### config.mk
export PLATFORM = sky130hd
export DESIGN_NAME = fb_arbiter
export DESIGN_NICKNAME = d
export VERILOG_FILES = /design/src/rtl/fb_arb_pkg.sv /design/src/rtl/fb_arb_stats.sv /design/src/rtl/fb_arbiter.sv
export SDC_FILE = /design/constraint.sdc
export NUM_CORES = 1
export LEC_CHECK = 0
export BUFFER_PORTS_ARGS = -buffer_cell sky130_fd_sc_hd__buf_4
export CAP_MARGIN = 40
export CORE_ASPECT_RATIO = 1.75
export CORE_MARGIN = 2
export CORE_UTILIZATION = 35
export CTS_CLUSTER_DIAMETER = 100
export CTS_CLUSTER_SIZE = 12
export DETAILED_ROUTE_END_ITERATION = 7
export GPL_ROUTABILITY_DRIVEN = 0
export PLACE_DENSITY = 0.82
export SYNTH_ARGS = -nofsm -noshare
export SYNTH_HDL_FRONTEND = slang
export SYNTH_SLANG_ARGS = --single-unit
### constraint.sdc
create_clock -name clk -period 1.8 [get_ports clk]
set_input_delay 0.18 -clock clk [delete_from_list [all_inputs] [get_ports clk]]
set_output_delay 0.18 -clock clk [all_outputs]
set_load 0.01 [all_outputs]
### src/rtl/fb_arb_pkg.sv
// Shared types and default sizing for the frame-buffer arbiter.
package fb_arb_pkg;

  localparam int FB_AW           = 16;
  localparam int FB_DW           = 18;
  localparam int FB_STARVE_LIMIT = 8;

  typedef enum logic [1:0] {
    IDLE       = 2'd0,
    DISP_BURST = 2'd1,
    BUS_FORCE  = 2'd2
  } arb_state_e;

endpackage

### src/rtl/fb_arb_stats.sv
// Conflict and forced-grant statistics counters for fb_arbiter (both wrap freely).
module fb_arb_stats (
  input  logic        clk,
  input  logic        rst_n,
  input  logic        inc_conflict,
  input  logic        inc_starve,
  output logic [31:0] stat_conflict,
  output logic [15:0] stat_starve
);

  logic [31:0] conflict_r;
  logic [15:0] starve_r;

  // Event counters
  always_ff @(posedge clk or negedge rst_n) begin
    if (!rst_n) begin
      conflict_r <= 32'd0;
      starve_r   <= 16'd0;
    end else begin
      if (inc_conflict) begin
        conflict_r <= conflict_r + 32'd1;
      end
      if (inc_starve) begin
        starve_r <= starve_r + 16'd1;
      end
    end
  end

  assign stat_conflict = conflict_r;
  assign stat_starve   = starve_r;

endmodule

### src/rtl/fb_arbiter.sv
// Single-port frame-buffer RAM arbiter: display priority with bounded bus starvation.
// Statistics counters are built only when FB_ARB_STATS_EN is defined.
module fb_arbiter
  import fb_arb_pkg::*;
#(
  parameter int AW           = FB_AW,
  parameter int DW           = FB_DW,
  parameter int STARVE_LIMIT = FB_STARVE_LIMIT
) (
  input  logic          clk,
  input  logic          rst_n,
  input  logic          disp_req,
  input  logic          disp_last,
  input  logic [AW-1:0] disp_addr,
  output logic          disp_gnt,
  output logic          disp_rvalid,
  output logic [DW-1:0] disp_rdata,
  input  logic          bus_req,
  input  logic          bus_we,
  input  logic [AW-1:0] bus_addr,
  input  logic [DW-1:0] bus_wdata,
  output logic          bus_gnt,
  output logic          bus_rvalid,
  output logic [DW-1:0] bus_rdata,
  output logic          ram_ce,
  output logic          ram_we,
  output logic [AW-1:0] ram_addr,
  output logic [DW-1:0] ram_din,
  input  logic [DW-1:0] ram_dout,
  output logic [31:0]   stat_conflict,
  output logic [15:0]   stat_starve
);

  localparam int            SW    = $clog2(STARVE_LIMIT + 1);
  localparam logic [SW-1:0] LIMIT = SW'(STARVE_LIMIT);
  localparam logic [SW-1:0] ONE   = SW'(1);

  arb_state_e    state_r;
  arb_state_e    state_nxt_s;
  logic [SW-1:0] starve_cnt_r;
  logic          starved_s;
  logic          disp_gnt_s;
  logic          bus_gnt_s;
  logic          disp_rvalid_r;
  logic          bus_rvalid_r;
  logic [DW-1:0] disp_hold_r;
  logic [DW-1:0] bus_hold_r;

  assign starved_s = (starve_cnt_r == LIMIT);

  // Grant decision and next state; grants are forced low while reset is held
  always_comb begin
    disp_gnt_s  = 1'b0;
    bus_gnt_s   = 1'b0;
    state_nxt_s = state_r;
    if (!rst_n) begin
      state_nxt_s = IDLE;
    end else begin
      case (state_r)
        IDLE: begin
          if (disp_req && !(bus_req && starved_s)) begin
            disp_gnt_s = 1'b1;
            if (disp_last) begin
              state_nxt_s = IDLE;
            end else begin
              state_nxt_s = DISP_BURST;
            end
          end else if (bus_req) begin
            bus_gnt_s   = 1'b1;
            state_nxt_s = IDLE;
          end else begin
            state_nxt_s = IDLE;
          end
        end
        DISP_BURST: begin
          // The starved cycle itself is a dead cycle: display is held off before the forced bus slot
          if (starved_s) begin
            state_nxt_s = BUS_FORCE;
          end else if (disp_req) begin
            disp_gnt_s = 1'b1;
            if (disp_last) begin
              state_nxt_s = IDLE;
            end else begin
              state_nxt_s = DISP_BURST;
            end
          end else begin
            state_nxt_s = DISP_BURST;
          end
        end
        BUS_FORCE: begin
          // Only reachable from an unfinished burst, so the burst is still open here
          bus_gnt_s   = bus_req;
          state_nxt_s = DISP_BURST;
        end
        default: begin
          state_nxt_s = IDLE;
        end
      endcase
    end
  end

  // State, starvation counter and read-return tracking
  always_ff @(posedge clk or negedge rst_n) begin
    if (!rst_n) begin
      state_r       <= IDLE;
      starve_cnt_r  <= '0;
      disp_rvalid_r <= 1'b0;
      bus_rvalid_r  <= 1'b0;
      disp_hold_r   <= '0;
      bus_hold_r    <= '0;
    end else begin
      state_r <= state_nxt_s;
      if (bus_gnt_s) begin
        starve_cnt_r <= '0;
      end else if (bus_req && !starved_s) begin
        starve_cnt_r <= starve_cnt_r + ONE;
      end
      disp_rvalid_r <= disp_gnt_s;
      bus_rvalid_r  <= bus_gnt_s & ~bus_we;
      if (disp_rvalid_r) begin
        disp_hold_r <= ram_dout;
      end
      if (bus_rvalid_r) begin
        bus_hold_r <= ram_dout;
      end
    end
  end

  assign disp_gnt    = disp_gnt_s;
  assign bus_gnt     = bus_gnt_s;
  assign ram_ce      = disp_gnt_s | bus_gnt_s;
  assign ram_we      = bus_gnt_s & bus_we;
  assign ram_addr    = bus_gnt_s ? bus_addr : disp_addr;
  assign ram_din     = bus_gnt_s ? bus_wdata : '0;
  // RAM output is valid exactly in the rvalid cycle; rdata is held otherwise
  assign disp_rvalid = disp_rvalid_r;
  assign bus_rvalid  = bus_rvalid_r;
  assign disp_rdata  = disp_rvalid_r ? ram_dout : disp_hold_r;
  assign bus_rdata   = bus_rvalid_r ? ram_dout : bus_hold_r;

`ifdef FB_ARB_STATS_EN
  logic force_gnt_s;
  assign force_gnt_s = bus_gnt_s & (state_r == BUS_FORCE);

  fb_arb_stats u_stats (
    .clk           (clk),
    .rst_n         (rst_n),
    .inc_conflict  (disp_req & bus_req),
    .inc_starve    (force_gnt_s),
    .stat_conflict (stat_conflict),
    .stat_starve   (stat_starve)
  );
`else
  assign stat_conflict = 32'd0;
  assign stat_starve   = 16'd0;
`endif

endmodule
# Word-level counts from Yosys, hierarchy flattened
# Index checks and enable logic that the tools add are counted.
# op_classes
n_addsub	1
mul	0
div_mod_pow	0
order_cmp	0
n_eq_ne	3
shift	0
muxes	21
n_bitwise	4
n_reduce_logical	7
# ops
operator	n
$mux W18	3
$mux W16	1
$mux W1	9
$mux W4	2
$mux W2	3
$pmux W2 S3	1
$add A4 B1 Y4 const B	1
$eq A4 B4 Y1 const B	1
$pmux W1 S2	2
$logic_and A1 B1 Y1	3
$and A1 B1 Y1	2
$eq A2 B1 Y1 const B	1
$eq A2 B2 Y1 const B	1
$logic_not A1 Y1	2
$logic_not A2 Y1	1
$reduce_bool A2 Y1	1
$not A1 Y1	1
$or A1 B1 Y1	1
# word_totals
ff_bits	44
latch_bits	0
mem_bits_rw	0
rom_bits	0
input_bits	74
word_cells	42
memories	0

# Depth between registers and ports, before layout
# Gate-level depths: netlist (run 1).
# depth
ltp_word	8
mapped_depth	6

# Worst setup path after synthesis (run 1)
# No wires, ideal clock.
# synth_timing
kind	reg-to-output
startpoint	register starve_cnt_r[0]
endpoint	output port ram_addr[0]
t_arrival_ns	1.612
path_slack_ns	0.008
path_stages_with_launch	7
n_path_buf	1
path_cell_list	dfrtp_1 -> inv_1 -> ha_1 -> nand3b_4 -> a211oi_4 -> buf_4 -> mux2_1
# synth_between
elab_chain_len	8
# synth_rtl
item	line_no	rtl
from (decl)	fb_arbiter.sv:40	logic [SW-1:0] starve_cnt_r;
from (signal assigned)	fb_arbiter.sv:116	starve_cnt_r <= starve_cnt_r + ONE;
$eq A4 B4 Y1	fb_arbiter.sv:49	assign starved_s = (starve_cnt_r == LIMIT);
$logic_and A1 B1 Y1	fb_arbiter.sv:61	if (disp_req && !(bus_req && starved_s)) begin
$logic_not A1 Y1	fb_arbiter.sv:61	
$logic_and A1 B1 Y1	fb_arbiter.sv:61	
$mux W1	fb_arbiter.sv:61	
$pmux W1 S2	fb_arbiter.sv:59	case (state_r)
$mux W1	fb_arbiter.sv:56	if (!rst_n) begin
$mux W16	fb_arbiter.sv:133	assign ram_addr = bus_gnt_s ? bus_addr : disp_addr;
to (decl)	fb_arbiter.sv:27	output logic [AW-1:0] ram_addr,
# No other way between the ends.

# Final worst setup path (run 1)
# layout_timing
startpoint	register starve_cnt_r[0]
endpoint	output port ram_addr[9]
# Same word-level chain as after synthesis.

==> metrics.cfg, run 1 <==
[route]
initialDrtViolationCount=76
postRouteWirelength_mm=7.43
routed_via_density=4.52
avgRoutedWirePerCell_um=15.9
vias=2110
firstDrtPassIters=4
detail-route-antenna-nets=0
drt_drc=0

[hold_path]
hold_path_class=in -> reg
timing.hold.worst_path_depth=2
hold_path_end=bus_rvalid$_DFF_PN0_
hp-start=bus_we

[cells_and_area]
fillers=545
drive_above_1_share_pct=67.9
antenna_cells=0
num-nets-final=458
post-route-cell-area_um2=4160
end_of_flow_core_utilization_pct=60.7
syn_to_final_growth_pct=68.8

[setup_path]
timing.critical_path.to_type=output port
critical_path.reg2reg.startpoint=starve_cnt_r[0]$_DFFE_PN0P_
rr_worst_depth=9
required_ns=1.62
rr_endpoint=starve_cnt_r[0]$_DFFE_PN0P_
path_max_fanout=6
worst-r2r-setup-slack_ns=0.17
timing_worst_setup_path_type=reg -> out
slowest_stage=dfrtp_1
max_stage_delay_ns=0.40
timing.critical_path.mode_cell=buf_6
sort_of_element_at_the_start_of_the_critical_path=flip-flop
worstPathCellList=inv_2 > ha_4 > nand3b_4 > a211oi_4 > buf_6 > buf_12 > mux2_4 > buf_6
worst_ep_arrival_time_ns=1.98

[floorplanning]
row_count=40
die_h_um=115
pin_count=198
die_x_um=67.5
start_util_pct=36.0
die-area_um2=7760
core_um2=6860

[synth]
synth_seq_cells=44
async_flop_share_pct=100
most_repeated_cell_in_the_gate_level_netlist_after_synthesis=buf_4
post_synth_top_area_share_pct=44.6
ys_top_cells_by_area=dfrtp_1, mux2_2, buf_4, mux2_1, and2_1
synthDistinctLibCells=30
synth-seq-area-share_pct=44.6
synthesis.area_um2=2470
ys_warn_count=0
ys_top_cells_by_count=buf_4, dfrtp_1, mux2_2
synth-edff-count=0
post_synth.cell_area_avg_um2=11.8
synthDominantAreaCellType=dfrtp_1
postSynth.topFlopCell=dfrtp_1
post_syn_instances=209

[pwr]
cellLeakagePower_nw=2.13
post-layout-total-power_mw=4.00
power.share.combinational_pct=43.1
power_density_normalized_to_cell_area_nw_per_um2=960
power.net_switching_mw=1.19
share_clk_of_total_power_pct=22.7
ir_drop_uv=402
switching_share_pct=29.9
internal_power_mw=2.80
share_seq_of_total_power_pct=34.2

[clock_network]
cts_tree=built
clock_tree.buffer_depth=2
cts_max_level=2
worst_setup_hold_path_clk_slew_ns=0.06
numCtsBuffers=5
clkLatencyLatePin_ns=0.28
clock_tree.root_cell=clkbuf_16
numClockSinks=44

[placed_design]
placedInstanceArea_um2=3560
place_ws_ns=-0.103
buffer_ports.inserted=149
dp_hpwl_mm=5.19

[sta]
layout_worst_path_cycle_share_pct=120
achievable-frequency_ghz=0.463
rsz0062_at_grt=yes
worst_slack_ns=-0.359
final.min_clock_period_ns=2.16
hold_viol_final=0
final-setup-viol-count=36
tns_ns=-10.37
finalClockSkew_ns=0.00767
slew_violations=0

[grt]
global_route.usage.total_pct=18.2
overflow_left_after_global_routing=0
grt_pass1_wl_mm=10.6
antenna_found_initial=0
first_global_vias=2250
grt_start_max_net_pins=32

[run]
maxCapViolCount=0

[outcome]
violations=setup timing
outcome=finished, violations left

placed cells by master, fill, tap and decap left out, types with 2 or more instances in the layout:
cell type  netlist  layout
mux2_4           0      16
nor2b_1          2       2
and2_4           0      19
mux2_2          37      36
inv_2            0       2
clkbuf_16        0       6
nand2_1          5       5
buf_12           0       2
conb_1           1      48
dfrtp_1         44      44
buf_6            0      43
nor2_1           2       2
a21oi_1          3       3
nand3_1          2       2
buf_4           51     127
o21ai_0          3       3
layer usage:
layer	wire length, µm	part of all wire, %	global-route usage [%]
met1	2440	33	17.1
met2	4110	55	35.4
met3	686	9.2	4.89
met4	196	2.6	7.07
met5	0	0	0
kinds of logic (layout without fill, tap and decap cells):
group,Yosys count,in the layout,share of synthesized area [%]
compound gates,11,11,3.35
xor+xnor,1,1,0.355
fa+ha+maj,2,2,1.01
buf+inv,60,187,17.1
flops,44,44,44.6
mux,52,52,23.7
other cells,1,48,0.152
simple gates,38,38,9.64
power groups by stage:
stage	Sequential [mW]	Combinational, mW	Clock, mW
after floorplan	1.36	0.792	0
after global placement	1.36	1.43	0
after detailed placement	1.38	1.47	0
after CTS	1.37	1.63	0.934
after global routing	1.39	1.85	0.984
final	1.37	1.72	0.906
state kept, by name, indices dropped and copies added (netlist names):
register      flops
starve_cnt_r      4
bus_hold_r       18
disp_rvalid       1
state_r           2
disp_hold_r      18
bus_rvalid        1
worst max path at each step:
stage | cells after the start | from | endpoint | slack [ns]
floorplan | 6 | starve_cnt_r[0]$_DFFE_PN0P_ | ram_addr[0] | 0.008
global placement | 7 | starve_cnt_r[0]$_DFFE_PN0P_ | ram_addr[9] | -0.09
detailed placement | 7 | starve_cnt_r[0]$_DFFE_PN0P_ | ram_addr[6] | -0.10
CTS | 8 | starve_cnt_r[0]$_DFFE_PN0P_ | ram_addr[9] | -0.36
global route | 8 | starve_cnt_r[0]$_DFFE_PN0P_ | ram_addr[9] | -0.42
finish | 8 | starve_cnt_r[0]$_DFFE_PN0P_ | ram_addr[9] | -0.36
per-stage QoR:
stage                     std cells  hold WS (ns)
final                           467        0.0552
after global routing            467        0.0475
after CTS                       461        0.0424
after detailed placement        443         0.149
after global placement          443         0.148
after floorplan                 256        -0.116
worst max-delay path: cells and delay by family (launching register included):
family / cells / cell delay [ns]
buffers and inverters: 4 / 0.49
DFF: 1 / 0.40
muxes: 1 / 0.32
AOI/OAI and AO/OA: 1 / 0.25
adders and majority gates: 1 / 0.14
and+or+nand+nor: 1 / 0.09
repair_timing:
item	in CTS	in global routing
setup buffers	6	7
pin swaps	8	14
endpoints found under the hold margin	13	0
resized for setup	62	27
hold buffers	1	0
endpoints found under the setup margin	38	38
cloned	3	1
final cells by class:
class,count,area [µm²],share of cell area [%]
clock buffer,7,143,3.43
clock inverter,1,7.51,0.180
inverter,3,11.3,0.270
multi-input combinational,152,1240,29.8
sequential,44,1100,26.4
tap,84,105,2.52
timing repair buffer,176,1560,37.3
No activity file was read; power rests on OpenSTA's default activity.
==> run 2, diff against run 1 <==
Settings changed: PLACE_DENSITY 0.82 to 0.79, SYNTH_HIERARCHICAL set to 1.
Clock period 1.8 ns to 2.8 ns, I/O delays scaled along.
==> run 2 against run 1 <==
  * The flow now finishes without violations
  * Combinational power decreased by 50%
  * Wire length shrank 17%
  * Hold slack improved by 0.041 ns
  * Die area unchanged
  * First-iteration DRC count is 38% lower
  * Register-to-register slack improved by 0.98 ns
  * Critical endpoint is now ram_addr[14]
==> metrics.cfg, run 2 <==
[synth]
postSynth.topFlopCell=dfrtp_1
synthDominantAreaCellType=dfrtp_1
post_syn_instances=209
ys_top_cells_by_count=buf_4, dfrtp_1, mux2_2
synthesis.area_um2=2470
ys_warn_count=6
async_flop_share_pct=100
post_synth.cell_area_avg_um2=11.8
synth_seq_cells=44
post_synth_top_area_share_pct=44.6
synth-seq-area-share_pct=44.6
most_repeated_cell_in_the_gate_level_netlist_after_synthesis=buf_4
synthDistinctLibCells=30
ys_top_cells_by_area=dfrtp_1, mux2_2, buf_4, mux2_1, and2_1
synth-edff-count=0

[cells_and_area]
num-nets-final=433
biggestRegsByFlops=bus_hold_r x18, disp_hold_r x18, starve_cnt_r x4
most-common-layout-cells=buf_4, conb_1, dfrtp_1
end_of_flow_core_utilization_pct=52.7
antenna_cells=0
syn_to_final_growth_pct=46.5
instances_no_fill=442
drive_above_1_share_pct=55.6
fillers=627
layout_commonest_cell=buf_4

[floorplanning]
start_util_pct=36.0
pin_count=198
die_x_um=67.5
die-area_um2=7760
row_count=40
core_um2=6860
die_h_um=115

[route]
initialDrtViolationCount=47
routed_via_density=4.36
detail-route-antenna-nets=0
firstDrtPassIters=4
drt_drc=0
avgRoutedWirePerCell_um=13.9
vias=1929
postRouteWirelength_mm=6.16

[setup_path]
critPathBufInv=3
timing_worst_setup_path_type=reg -> out
slowest_stage=dfrtp_1
max_stage_delay_ns=0.41
worst_ep_arrival_time_ns=2.23
path_delay_family=buffers and inverters
required_ns=2.52
timing.critical_path.to_type=output port
timing.critical_path.mode_cell=buf_4
worstPathCellList=inv_1 > ha_1 > nand3b_4 > a211oi_4 > buf_4 > mux2_1 > buf_4
path_max_fanout=41
sort_of_element_at_the_start_of_the_critical_path=flip-flop

[placed_design]
dp_hpwl_mm=5.04
buffer_ports.inserted=149
dp_cells=434
place_ws_ns=0.584

[sta]
timing.hold.ws_ns=0.0957
rel_slew_slack_pct=42.6
finalClockSkew_ns=0.00326
final-setup-viol-count=0
worstMarginPinSlew_ns=0.861
worst_slack_ns=0.292
slew_violations=0
achievable-frequency_ghz=0.399
final.min_clock_period_ns=2.51
hold_viol_final=0
tns_ns=0
rsz0062_at_grt=no
layout_worst_path_cycle_share_pct=89.6

[grt]
first_global_vias=1906
grt_start_max_net_pins=49
global_route.usage.total_pct=15.4
antenna_found_initial=0
overflow_left_after_global_routing=0
grt_pass1_wl_mm=8.83

[clock_network]
clkLatencyLatePin_ns=0.28
clock_tree.buffer_depth=2
cts_tree=built
numClockSinks=44
cts_max_level=2
cts.repair.resized=0
post_cts_buffers=0
worst_setup_hold_path_clk_slew_ns=0.06
clock_tree.root_cell=clkbuf_16
numCtsBuffers=5
holdBufCountCts=0

[pwr]
power.share.combinational_pct=37.1
cellLeakagePower_nw=1.87
ir_drop_uv=277
power_density_normalized_to_cell_area_nw_per_um2=642
share_clk_of_total_power_pct=24.3
power.net_switching_mw=0.702
internal_power_mw=1.62
switching_share_pct=30.2
share_seq_of_total_power_pct=38.6

[run]
maxCapViolCount=0

[outcome]
outcome=complete, no violations

[hold_path]
hold_path_class=in -> async

-- run 2: cell families after synthesis --
family	synth area share, %
mux	23.7
compound gates	3.35
flops	44.6
buf+inv	17.1
xor+xnor	0.355
simple gates	9.64
other cells	0.152
fa+ha+maj	1.01
-- run 2: per-stage QoR --
step / cell area [µm²] / total power, mW
floorplan: 2640 / 1.38
global placement: 3470 / 1.75
detailed placement: 3470 / 1.79
CTS: 3610 / 2.36
global route: 3610 / 2.48
finish: 3610 / 2.32
-- run 2: metal layers --
metal	vias up	global-route usage (%)	part of all wire, %
li1	896	-	-
met1	893	14.9	33
met2	133	28.5	55
met3	7	5.09	9.9
met4	0	6.53	2.2
met5	-	0	0
-- run 2: path summary, 6_finish.rpt --
check / slack (ns) / startpoint / depth (start not counted) / end
worst min register to register: 0.50 / disp_hold_r[12]$_DFF_PN0_ / 1 / disp_hold_r[12]$_DFF_PN0_
worst min-delay path: 0.1 / rst_n / 2 / state_r[0]$_DFF_PN0_
min in group clk: 0.15 / bus_we / 2 / bus_rvalid$_DFF_PN0_
worst max-delay path: 0.29 / starve_cnt_r[0]$_DFFE_PN0P_ / 7 / ram_addr[14]
max in group asynchronous: 2.32 / rst_n / 2 / disp_hold_r[5]$_DFF_PN0_
worst max register to register: 1.15 / starve_cnt_r[0]$_DFFE_PN0P_ / 6 / bus_rvalid$_DFF_PN0_
-- run 2: power by group through the flow --
stage / Sequential, mW / Clock, mW / Combinational [mW]
floorplan: 0.875 / 0 / 0.509
global placement: 0.898 / 0 / 0.849
detailed placement: 0.913 / 0 / 0.873
CTS: 0.902 / 0.588 / 0.875
global route: 0.922 / 0.618 / 0.940
finish: 0.897 / 0.564 / 0.861
-- run 2: area by class of cell --
class	count	area [µm²]	share of cell area, %
Multi-Input combinational cell	152	1120	31.0
Timing Repair Buffer	151	1130	31.4
Clock buffer	5	125	3.46
Clock inverter	3	18.8	0.519
Inverter	3	11.3	0.312
Tap cell	84	105	2.91
Sequential cell	44	1100	30.5
